$ cat src/rtl/gpr_serial_file_pkg.sv
// Shared types for the bit-serial register file: operation modes and sequencer states.
package gpr_serial_pkg;

  typedef enum logic [1:0] {
    MODE_ROT = 2'd0,
    MODE_WR  = 2'd1,
    MODE_CPY = 2'd2,
    MODE_CLR = 2'd3
  } mode_e;

  typedef enum logic [1:0] {
    ST_IDLE  = 2'd0,
    ST_SHIFT = 2'd1,
    ST_DONE  = 2'd2
  } state_e;

endpackage

$ cat src/rtl/gpr_shift_cell.sv
// One WIDTH-bit register that shifts right (LSB out, serial bit into MSB)
// or takes a parallel load. Load wins over shift, although the top level
// never asks for both in the same cycle.
module gpr_shift_cell #(
  parameter int WIDTH = 8
) (
  input  logic             clk,
  input  logic             srst,
  input  logic             shift_en,
  input  logic             serial_in,
  input  logic             load_en,
  input  logic [WIDTH-1:0] load_data,
  output logic [WIDTH-1:0] q
);

  logic [WIDTH-1:0] q_reg;

  // Register contents: clear, parallel load or one-bit right shift
  always_ff @(posedge clk) begin
    if (srst) begin
      q_reg <= '0;
    end else if (load_en) begin
      q_reg <= load_data;
    end else if (shift_en) begin
      q_reg <= {serial_in, q_reg[WIDTH-1:1]};
    end
  end

  assign q = q_reg;

endmodule

$ cat src/rtl/gpr_serial_file.sv
// Bit-serial register file: NREG shift cells, a start/shift/done sequencer
// with an internal bit counter, and the source/destination muxing that
// implements rotate, write, copy and clear.
module gpr_serial_file
  import gpr_serial_pkg::*;
#(
  parameter  int WIDTH = 8,
  parameter  int NREG  = 4,
  localparam int AW    = $clog2(NREG),
  localparam int CW    = $clog2(WIDTH)
) (
  input  logic             i_clk,
  input  logic             i_rst,
  input  logic             i_start,
  input  logic [1:0]       i_mode,
  input  logic [AW-1:0]    i_rs_addr,
  input  logic [AW-1:0]    i_rd_addr,
  input  logic             i_data_in,
  output logic             o_data_out,
  output logic             o_ready,
  output logic             o_busy,
  output logic             o_done,
  output logic             o_first,
  output logic             o_last,
  output logic [CW-1:0]    o_bit_idx,
  input  logic             i_load,
  input  logic [AW-1:0]    i_load_addr,
  input  logic [WIDTH-1:0] i_load_data,
  input  logic [AW-1:0]    i_peek_addr,
  output logic [WIDTH-1:0] o_peek_data
);

  state_e        state_reg;
  mode_e         mode_reg;
  logic [AW-1:0] rs_reg;
  logic [AW-1:0] rd_reg;
  logic [CW-1:0] cnt_reg;
  logic          ready_reg;
  logic          busy_reg;
  logic          done_reg;

  logic [WIDTH-1:0] cell_q [NREG];
  logic [NREG-1:0]  rs_hit;
  logic [NREG-1:0]  rd_hit;
  logic [NREG-1:0]  bit0;
  logic [NREG-1:0]  shift_en;
  logic [NREG-1:0]  serial_in;
  logic [NREG-1:0]  load_en;

  logic src_rot;   // source register rotates (ROT, CPY)
  logic dst_wr;    // destination register is rewritten (WR, CPY, CLR)
  logic rs_bit;    // LSB of source, 0 if the address is out of range
  logic rd_bit;    // LSB of destination, 0 if the address is out of range
  logic fill_bit;  // bit shifted into the destination MSB
  logic in_shift;
  logic in_idle;

  assign in_shift = (state_reg == ST_SHIFT);
  assign in_idle  = (state_reg == ST_IDLE);
  assign src_rot  = (mode_reg == MODE_ROT) || (mode_reg == MODE_CPY);
  assign dst_wr   = (mode_reg != MODE_ROT);

  // Address decode compares against every legal index, so an address
  // beyond NREG selects nothing: writes vanish and reads return 0.
  genvar gi;
  generate
    for (gi = 0; gi < NREG; gi++) begin : g_cell
      assign rs_hit[gi]    = (rs_reg == AW'(gi));
      assign rd_hit[gi]    = (rd_reg == AW'(gi));
      assign bit0[gi]      = cell_q[gi][0];
      assign load_en[gi]   = in_idle && i_load && (i_load_addr == AW'(gi));
      assign shift_en[gi]  = in_shift && ((src_rot && rs_hit[gi]) || (dst_wr && rd_hit[gi]));
      // A destination takes the fill bit; a source-only register rotates.
      // For CPY with rs==rd the fill bit is rs[0], which is a rotate.
      assign serial_in[gi] = (dst_wr && rd_hit[gi]) ? fill_bit : rs_bit;

      gpr_shift_cell #(
        .WIDTH(WIDTH)
      ) u_cell (
        .clk       (i_clk),
        .srst      (i_rst),
        .shift_en  (shift_en[gi]),
        .serial_in (serial_in[gi]),
        .load_en   (load_en[gi]),
        .load_data (i_load_data),
        .q         (cell_q[gi])
      );
    end
  endgenerate

  assign rs_bit = |(rs_hit & bit0);
  assign rd_bit = |(rd_hit & bit0);

  // Select the bit entering the destination MSB for the latched mode
  always_comb begin
    fill_bit = 1'b0;
    case (mode_reg)
      MODE_WR:  fill_bit = i_data_in;
      MODE_CPY: fill_bit = rs_bit;
      default:  fill_bit = 1'b0;
    endcase
  end

  // Parallel read port, zero for an out-of-range address
  always_comb begin
    o_peek_data = '0;
    for (int k = 0; k < NREG; k++) begin
      if (i_peek_addr == AW'(k)) begin
        o_peek_data = cell_q[k];
      end
    end
  end

  // Sequencer: latch the operation, count WIDTH shift cycles, pulse done
  always_ff @(posedge i_clk) begin
    if (i_rst) begin
      state_reg <= ST_IDLE;
      mode_reg  <= MODE_ROT;
      rs_reg    <= '0;
      rd_reg    <= '0;
      cnt_reg   <= '0;
      ready_reg <= 1'b1;
      busy_reg  <= 1'b0;
      done_reg  <= 1'b0;
    end else begin
      case (state_reg)
        ST_IDLE: begin
          if (i_start) begin
            state_reg <= ST_SHIFT;
            mode_reg  <= mode_e'(i_mode);
            rs_reg    <= i_rs_addr;
            rd_reg    <= i_rd_addr;
            cnt_reg   <= '0;
            ready_reg <= 1'b0;
            busy_reg  <= 1'b1;
          end
        end
        ST_SHIFT: begin
          if (cnt_reg == CW'(WIDTH - 1)) begin
            state_reg <= ST_DONE;
            cnt_reg   <= '0;
            busy_reg  <= 1'b0;
            done_reg  <= 1'b1;
          end else begin
            cnt_reg <= cnt_reg + CW'(1);
          end
        end
        ST_DONE: begin
          state_reg <= ST_IDLE;
          done_reg  <= 1'b0;
          ready_reg <= 1'b1;
        end
        default: begin
          state_reg <= ST_IDLE;
          cnt_reg   <= '0;
          ready_reg <= 1'b1;
          busy_reg  <= 1'b0;
          done_reg  <= 1'b0;
        end
      endcase
    end
  end

  assign o_ready    = ready_reg;
  assign o_busy     = busy_reg;
  assign o_done     = done_reg;
  assign o_bit_idx  = cnt_reg;
  assign o_first    = busy_reg && (cnt_reg == '0);
  assign o_last     = busy_reg && (cnt_reg == CW'(WIDTH - 1));
  assign o_data_out = busy_reg ? (src_rot ? rs_bit : rd_bit) : 1'b0;

endmodule
$ cat config.mk
export PLATFORM = sky130hd
export DESIGN_NAME = gpr_serial_file
export DESIGN_NICKNAME = d
export VERILOG_FILES = /design/src/rtl/gpr_serial_file_pkg.sv /design/src/rtl/gpr_shift_cell.sv /design/src/rtl/gpr_serial_file.sv
export SDC_FILE = /design/constraint.sdc
export NUM_CORES = 1
export LEC_CHECK = 0
export CAP_MARGIN = 20
export CORE_UTILIZATION = 60
export CTS_BUF_LIST = sky130_fd_sc_hd__clkbuf_4
export DETAILED_ROUTE_END_ITERATION = 12
export PLACE_DENSITY = 0.88
export SLEW_MARGIN = 20
export SYNTH_ARGS = -nofsm -noshare
export SYNTH_HDL_FRONTEND = slang
export SYNTH_SLANG_ARGS = --single-unit
$ cat constraint.sdc
create_clock -name i_clk -period 4.7 [get_ports i_clk]
set_input_delay 0.47 -clock i_clk [delete_from_list [all_inputs] [get_ports i_clk]]
set_output_delay 0.47 -clock i_clk [all_outputs]
set_load 0.005 [all_outputs]
# Yosys cells after proc, flatten, opt, wreduce, memory -nomap -nowiden
# Index checks and enable logic that the tools add are counted.
[word_totals]
register_bits = 46
inputBits = 23
[op_classes]
addsub = 1
eq_ne = 19
n_bitwise = 5
muxes = 32
reduce_logical = 44
[ops]
columns = ["operator", "count"]
rows = [
  ["2-to-1 mux 8 bit", 12],
  ["equality test 2 bit (second input constant)", 10],
  ["logical AND 1 bit", 19],
  ["equality test 2 x 1 -> 1 bit (second input constant)", 6],
  ["zero test 2 bit", 6],
  ["2-to-1 mux 1 bit", 10],
  ["AND reduction 2 bit", 5],
  ["nonzero test 2 bit", 5],
  ["case mux 3 bit (3 select lines)", 1],
  ["AND 4 bit", 2],
  ["OR reduction 4 bit", 2],
  ["2-to-1 mux 3 bit", 2],
  ["case mux 1 bit (2 select lines)", 3],
  ["logical OR 1 bit", 5],
  ["2-to-1 mux 2 bit", 2],
  ["case mux 2 bit (2 select lines)", 1],
  ["adder 3 x 1 -> 3 bit (second input constant)", 1],
  ["equality test 3 bit (second input constant)", 1],
  ["zero test 3 bit", 1],
  ["inverter 1 bit", 3],
  ["case mux 1 bit (3 select lines)", 1],
  ["AND reduction 3 bit", 1],
  ["inequality test 2 x 1 -> 1 bit (second input constant)", 1],
  ["inequality test 2 bit (second input constant)", 1],
]

# Longest topological paths before layout
# Gate-level depths: netlist (run 1).
[logic_depth]
ltp_word = 7
mapped_depth = 7
mapped_depth_nobuf = 6

# By module
# From an unflattened synthesis (run 1), not the netlist that was laid out.
[unflattened]
cells_unflattened = 254
hier_area_um2 = 2538.7
[by_module_without_submodules]
columns = ["module", "seq_area_each_um2", "area_per_inst_um2", "cells_per_inst", "instances"]
rows = [
  ["gpr_shift_cell", 160.2, 369.1, 35, 4],
  ["gpr_serial_file", 280.3, 1062.3, 114, 1],
]

# Least setup slack after synthesis (run 1)
# OpenSTA, ideal clock, no wires.
[synth_path]
path_kind = "input port to output port"
start = "in i_peek_addr[0]"
end = "out o_peek_data[3]"
arrival_ns = 1.389
path_stages = 2
path_buffers = 1
required_ns = 4.230
setup_slack_ns = 2.841
cell_sequence = "clkbuf_1 > mux4_2"
[synth_via]
elab_chain_cells = 5
word_cells_on_any_way = 8
cone_classes = "eq/ne (3); mux (4); reduce/logical (1)"
[synth_rtl]
columns = ["item", "line_no", "text"]
rows = [
  ["from (decl)", "gpr_serial_file.sv:29", "input logic [AW-1:0] i_peek_addr,"],
  ["zero test 2 bit", "gpr_serial_file.sv:108", "if (i_peek_addr == AW'(k)) begin"],
  ["2-to-1 mux 8 bit (3 in a row)", "gpr_serial_file.sv:108", ""],
  ["2-to-1 mux 8 bit (*)", "gpr_serial_file.sv:108", ""],
  ["to (decl)", "gpr_serial_file.sv:30", "output logic [WIDTH-1:0] o_peek_data"],
]
# Mark *: on every way between the ends. The rest lies on a longest branch, timed or not.

# Final worst setup path (run 1)
[layout_path]
start = "in i_peek_addr[0]"
end = "out o_peek_data[5]"
# Same word-level chain as after synthesis.

==> metrics.cfg, run 1 <==
[logic_synthesis]
netlist_top_cells_area = dfxtp_1 (36%), mux4_2 (8.7%), a311oi_1 (7.1%)
synth_edf_count = 0
ys_ff_latch = 46
synthFlopType = dfxtp_1
yosysWarnings = 0
netlist.area_leader.share = 0.357
avgSynthCellArea_um2 = 8.93
syn_nets = 318
synth.largest_area_cell = dfxtp_1
syn_area_um2 = 2580
synthArstFlopShare = 0
seq_area_frac_synth = 0.357
ys_types = 46
synth_cells = 289

[timing]
fmax_mhz = 365
hold_viol = 0
relSlewSlack = 0.257
rsz0062_at_grt = no
worstMarginPinSlew_ns = 1.12
worst_hold_slack_ns = 0.484
min_period_ns = 2.74
fin_tns_setup_ns = 0
finalSetupViolations = 0
slew_violations = 0
skew_ns = 0.0155
final.period_utilization = 0.582

[route]
vias = 2471
drt-wirelength-per-cell_um = 17.7
route.detailed.drc = 0
drt_wl_total_um = 6500
vias_per_cell = 6.71
drtAntennaViolNets = 0
dr.pass1.iters = 5
drtIter0Drc = 383

[setup_path]
cp_common_cell = clkdlybuf4s50_1
startpoint = i_peek_addr[0]
max_stage_delay_ns = 0.77
critical_path_arrival_ns = 2.27
crit_type = input pin to primary output
r2r_slack_ns = 2.47
end_kind = primary output
cp.required_ns = 4.23
worstReg2RegEnd = g_cell[3].u_cell.q[6]
crit_path_top_delay_cell = clkdlybuf4s50_1
path_cells = clkdlybuf4s50_1 > mux4_2 > clkdlybuf4s50_1
r2r_cells = 4
start_kind = input pin
r2r-start = state_reg[1]
cp_max_fo = 8

[run_status]
status = finished, final reports clean

[placement]
place_hpwl_um = 4520
finalWeightedCongestion = 0.857
portBuffers = 39

[clocking]
clock-root-buffer = clkbuf_4
cts_tree = yes
postCtsSetupRepairBufs = 0
htreeDepth = 2
ctsResizeCount = 0
clkLatencyLatePin_ns = 0.36
cts_sinks = 46
cts.clk_slew.worst_paths_ns = 0.12
cts_buffer_depth = 2
cts_buffers = 5
cts_hold_buf = 0

[hold_path]
min_from = o_done
hold_class = flop to flop
min_to = o_done
min_delay_path_depth = 1

[pwr]
power.leakage_nw = 1.00
power_density_nw_per_um2 = 280
ir_worst_vdd_mv = 0.214

[floorplan]
die_w_um = 67.6
io_pins = 40
initial_core_util = 0.636
rows = 23
die_h_um = 67.6
core-area_um2 = 4060
dieArea_um2 = 4570

[cells_and_area]
nets = 346
drive_gt1_frac = 0.107
fill_cells = 295
seqCellArea_um2 = 921
antenna_cells = 0
fin_util = 0.749
largest_reg_flops = 32
area_growth_pct = 17.8
multi_input_area_um2 = 1550

[global_route]
grt_pass1_wl_um = 10100
grt_max_degree = 47
grt_pass1_vias = 2125
antenna_found_initial = 0
grt_overflow = 0
grt_util_all_layers = 0.298

[flow_run]
drv_cap = 0

-- critical path, delay by kind of cell --
| kind | cells | cell delay, ns |
|---|---|---|
| mux | 1 | 0.56 |
| buf+inv | 2 | 1.24 |
-- cell usage after synthesis, types with 2 or more instances --
| cell type | count |
|---|---|
| dfxtp_1 | 46 |
| nor2_1 | 41 |
| a311oi_1 | 21 |
| nand3_1 | 21 |
| nand2_1 | 20 |
| o21ai_1 | 17 |
| a211oi_1 | 10 |
| a21oi_1 | 10 |
| mux4_2 | 10 |
| buf_2 | 9 |
| clkbuf_1 | 9 |
| o21ai_0 | 8 |
| mux2i_1 | 7 |
| ha_1 | 6 |
| inv_1 | 5 |
| nand2b_1 | 5 |
| and2_1 | 4 |
| a2111oi_2 | 3 |
| a221oi_1 | 3 |
| a22oi_1 | 2 |
| nor2b_1 | 2 |
| nor3_1 | 2 |
| nor3b_1 | 2 |
| nor3b_2 | 2 |
| o21ba_2 | 2 |
| o21bai_2 | 2 |
-- power breakdown --
group | switching (mW) | internal [mW] | total [mW] | leakage [nW]
Sequential | 0.0239 | 0.412 | 0.436 | 0.376
Combinational | 0.0892 | 0.0771 | 0.166 | 0.582
Clock | 0.124 | 0.125 | 0.248 | 0.0463
-- cell type report --
cell class                 count  share of cell area
multi-input combinational    218               0.510
sequential                    46               0.303
timing repair buffer          41               0.133
tap                           50              0.0206
clock buffer                   7              0.0173
clock inverter                 1             0.00988
inverter                       5             0.00617
-- cell usage in the layout, fill, tap and decap left out, types with 3 or more instances in the layout --
cell	netlist	layout
dfxtp_1	46	46
a21oi_1	10	10
clkbuf_4	0	7
and2_1	4	4
a221oi_1	3	3
nand3_1	21	21
clkdlybuf4s50_1	0	39
o21ai_1	17	17
mux2i_1	7	7
nor2_1	41	41
nand2_1	20	20
mux4_2	10	10
ha_1	6	6
a2111oi_2	3	3
a311oi_1	21	21
o21ai_0	8	8
nand2b_1	5	5
inv_1	5	5
a211oi_1	10	10
-- how the worst max path moves through the flow --
stage / cells past startpoint / to
CTS: 3 / o_peek_data[5]
detailed placement: 3 / o_peek_data[5]
global placement: 3 / o_peek_data[6]
finish: 3 / o_peek_data[5]
global route: 3 / o_peek_data[6]
floorplan: 2 / o_peek_data[3]
-- kinds of logic after synthesis --
group                      synth area share
AOI/OAI and AO/OA                     0.244
muxes                                 0.114
DFF                                   0.357
and+or+nand+nor                       0.213
adders and majority gates            0.0291
buffers and inverters                0.0427
-- per-stage QoR --
step,cells,area (um^2),setup slack [ns],power (mW)
final,368,3040,1.96,0.851
after global routing,368,3040,1.92,0.879
after CTS,368,3040,1.96,0.845
after detailed placement,360,2960,1.96,0.607
after global placement,360,2960,1.98,0.603
after floorplan,289,2580,2.84,0.541
-- metal layers --
metal / part of all wire / GRT usage / wire, um / up-vias
li1: - / - / - / 1150
met1: 0.43 / 0.418 / 2800 / 1183
met2: 0.47 / 0.468 / 3070 / 125
met3: 0.082 / 0.0439 / 532 / 13
met4: 0.014 / 0.0904 / 94 / 0
met5: 0 / 0 / 0 / -
Note: power is estimated with default switching activity, not from simulation.
==> inputs of run 2 (changes only) <==
CORE_UTILIZATION = 56   (was 60)
PLACE_DENSITY = 0.83   (was 0.88)
clock period = 2.87 ns   (was 4.7 ns; I/O delays follow)
==> run 2 against run 1 <==
Design area grew 0.82%. Global-route usage down 1.4 points. Die area is 6.9% higher. Sequential cell count unchanged. Core utilization shrank 5.0 points. Non-clock buffer count increased by 3. Worst setup slack got worse by 1.5 ns. Sequential share of layout area decreased by 0.25 points. Final cell count increased by 1.4%. Critical path depth is 1 higher. Worst hold slack got worse by 0.031 ns.
==> metrics.cfg, run 2 (synthesized netlist as in run 1, its figures left out) <==
[floorplan]
die_h_um = 69.9  ; +3.4%
rows = 24  ; +4.3%
initial_core_util = 0.589  ; -0.0474
io_pins = 40  ; unchanged
dieArea_um2 = 4880  ; +6.9%
core-area_um2 = 4380  ; +8.0%
die_w_um = 69.9  ; +3.4%

[route]
drt_wl_total_um = 6760  ; +4.0%
route.detailed.drc = 0  ; unchanged
drtAntennaViolNets = 0  ; unchanged
dr.pass1.iters = 7  ; +2
vias = 2420  ; -2.1%
drt-wirelength-per-cell_um = 18.1  ; +2.6%
drtIter0Drc = 274  ; -28%
vias_per_cell = 6.49  ; -3.4%

[cells_and_area]
final_cell_mix = dfxtp_1 (46), nor2_1 (41), clkdlybuf4s50_1 (39)
multi_input_area_um2 = 1550  ; unchanged
antenna_cells = 0  ; unchanged
final_common_cell = dfxtp_1
largest_reg_flops = 32  ; unchanged
fill_cells = 349  ; +18%
drive_gt1_frac = 0.115  ; +0.00835
fin_util = 0.699  ; -0.0501
area_growth_pct = 18.8
seqCellArea_um2 = 921  ; unchanged
stdcell_count = 373  ; +1.4%
nets = 349  ; +0.87%

[setup_path]
r2r_slack_ns = 0.72  ; -1.75 ns
cp_max_fo = 7  ; -1
crit_path_top_delay_cell = mux4_2
max_stage_delay_ns = 0.62  ; -0.15 ns
critical_path_arrival_ns = 2.12  ; -0.15 ns
r2r-start = mode_reg[0]
cp.required_ns = 2.58  ; -1.65 ns
cp-endpoint = o_data_out
end_kind = primary output
worstReg2RegEnd = g_cell[0].u_cell.q[7]
path_cells = mux4_2 > o21ai_0 > a21boi_1 > clkdlybuf4s50_1
startpoint = rs_reg[1]
crit_type = flop to primary output
r2r_cells = 6  ; +2
start_kind = flop

[timing]
fin_tns_setup_ns = 0  ; unchanged
fmax_mhz = 415
min_period_ns = 2.41
slew_violations = 0  ; unchanged
finalSetupViolations = 0  ; unchanged
relSlewSlack = 0.507  ; +0.250
final.period_utilization = 0.840
hold_viol = 0  ; unchanged
worst_hold_slack_ns = 0.453  ; -0.0312 ns
skew_ns = 0.00370  ; -0.0118 ns
rsz0062_at_grt = no
worstMarginPinSlew_ns = 0.736  ; -0.379 ns

[global_route]
grt_util_all_layers = 0.284  ; -0.0138
grt_max_degree = 33  ; -30%
grt_pass1_wl_um = 11000  ; +8.6%
grt_overflow = 0  ; unchanged
antenna_found_initial = 0  ; unchanged
grt_pass1_vias = 2315  ; +8.9%

[placement]
portBuffers = 39  ; unchanged
place_hpwl_um = 4620  ; +2.4%
finalWeightedCongestion = 0.828  ; -3.5%
place_inst = 365  ; +1.4%

[clocking]
cts_tree = yes
cts.clk_slew.worst_paths_ns = 0.13  ; about the same
cts_hold_buf = 0  ; unchanged
clkLatencyLatePin_ns = 0.37  ; about the same
ctsResizeCount = 0  ; unchanged
cts_sinks = 46  ; unchanged
cts_buffers = 5  ; unchanged
htreeDepth = 2  ; unchanged
postCtsSetupRepairBufs = 0  ; unchanged
cts_buffer_depth = 2  ; unchanged
clock-root-buffer = clkbuf_4

[run_status]
status = finished, final reports clean

[pwr]
power_density_nw_per_um2 = 460  ; +64%
ir_worst_vdd_mv = 0.307  ; +43%
power.leakage_nw = 1.02  ; +1.4%

[hold_path]
hold_class = input pin to flop

[flow_run]
drv_cap = 0  ; unchanged

==> run 2: cell count changes in the layout (fill, tap and decap cells not counted) <==
cell and delta:
buf_4 +3
==> run 2: worst max-delay path: cells and delay by family, from the launching register on <==
family	cells	cell delay, ns
AO/OA/AOI/OAI	2	0.19
flip-flops	1	0.51
buffers and inverters	1	0.44
multiplexers	1	0.62
==> run 2: worst min-delay path by stage <==
stage / startpoint / to / slack [ns] / depth (start not counted)
5_1_grt: i_mode[1] / mode_reg[1] / 0.44 / 3
3_5_place_dp: o_done / o_done / 0.45 / 1
3_3_place_gp: o_done / o_done / 0.44 / 1
6_report: i_rd_addr[0] / rd_reg[0] / 0.45 / 3
4_1_cts: i_mode[0] / mode_reg[0] / 0.45 / 3
2_1_floorplan: i_mode[0] / mode_reg[0] / 0.42 / 2
==> run 2: power by group <==
part / switching, mW / internal (mW) / total, mW / leakage, nW
combinational: 0.151 / 0.129 / 0.280 / 0.595
clock: 0.213 / 0.204 / 0.417 / 0.0463
sequential: 0.0373 / 0.675 / 0.712 / 0.376
total: 0.401 / 1.01 / 1.41 / 1.02
==> run 2: final cells by class <==
| type | instances | share of cell area |
|---|---|---|
| Tap cell | 52 | 0.0212 |
| Clock buffer | 7 | 0.0171 |
| Timing Repair Buffer | 44 | 0.140 |
| Clock inverter | 1 | 0.00980 |
| Sequential cell | 46 | 0.300 |
| Multi-Input combinational cell | 218 | 0.506 |
| Inverter | 5 | 0.00612 |
==> run 2: layer usage <==
metal / global-route usage / wire [um] / vias to the layer above / part of all wire
met3: 0.0678 / 588 / 20 / 0.087
met1: 0.382 / 2910 / 1109 / 0.43
li1: - / - / 1150 / -
met4: 0.100 / 154 / 0 / 0.023
met2: 0.448 / 3110 / 141 / 0.46
met5: 0 / 0 / - / 0
==> run 2: per-stage QoR <==
stage	worst slack [ns]	power (mW)	instance area [um^2]
floorplan	1.11	0.887	2580
global placement	0.501	0.994	2980
detailed placement	0.493	1.00	2980
CTS	0.448	1.41	3070
global route	0.279	1.46	3070
finish	0.458	1.41	3070
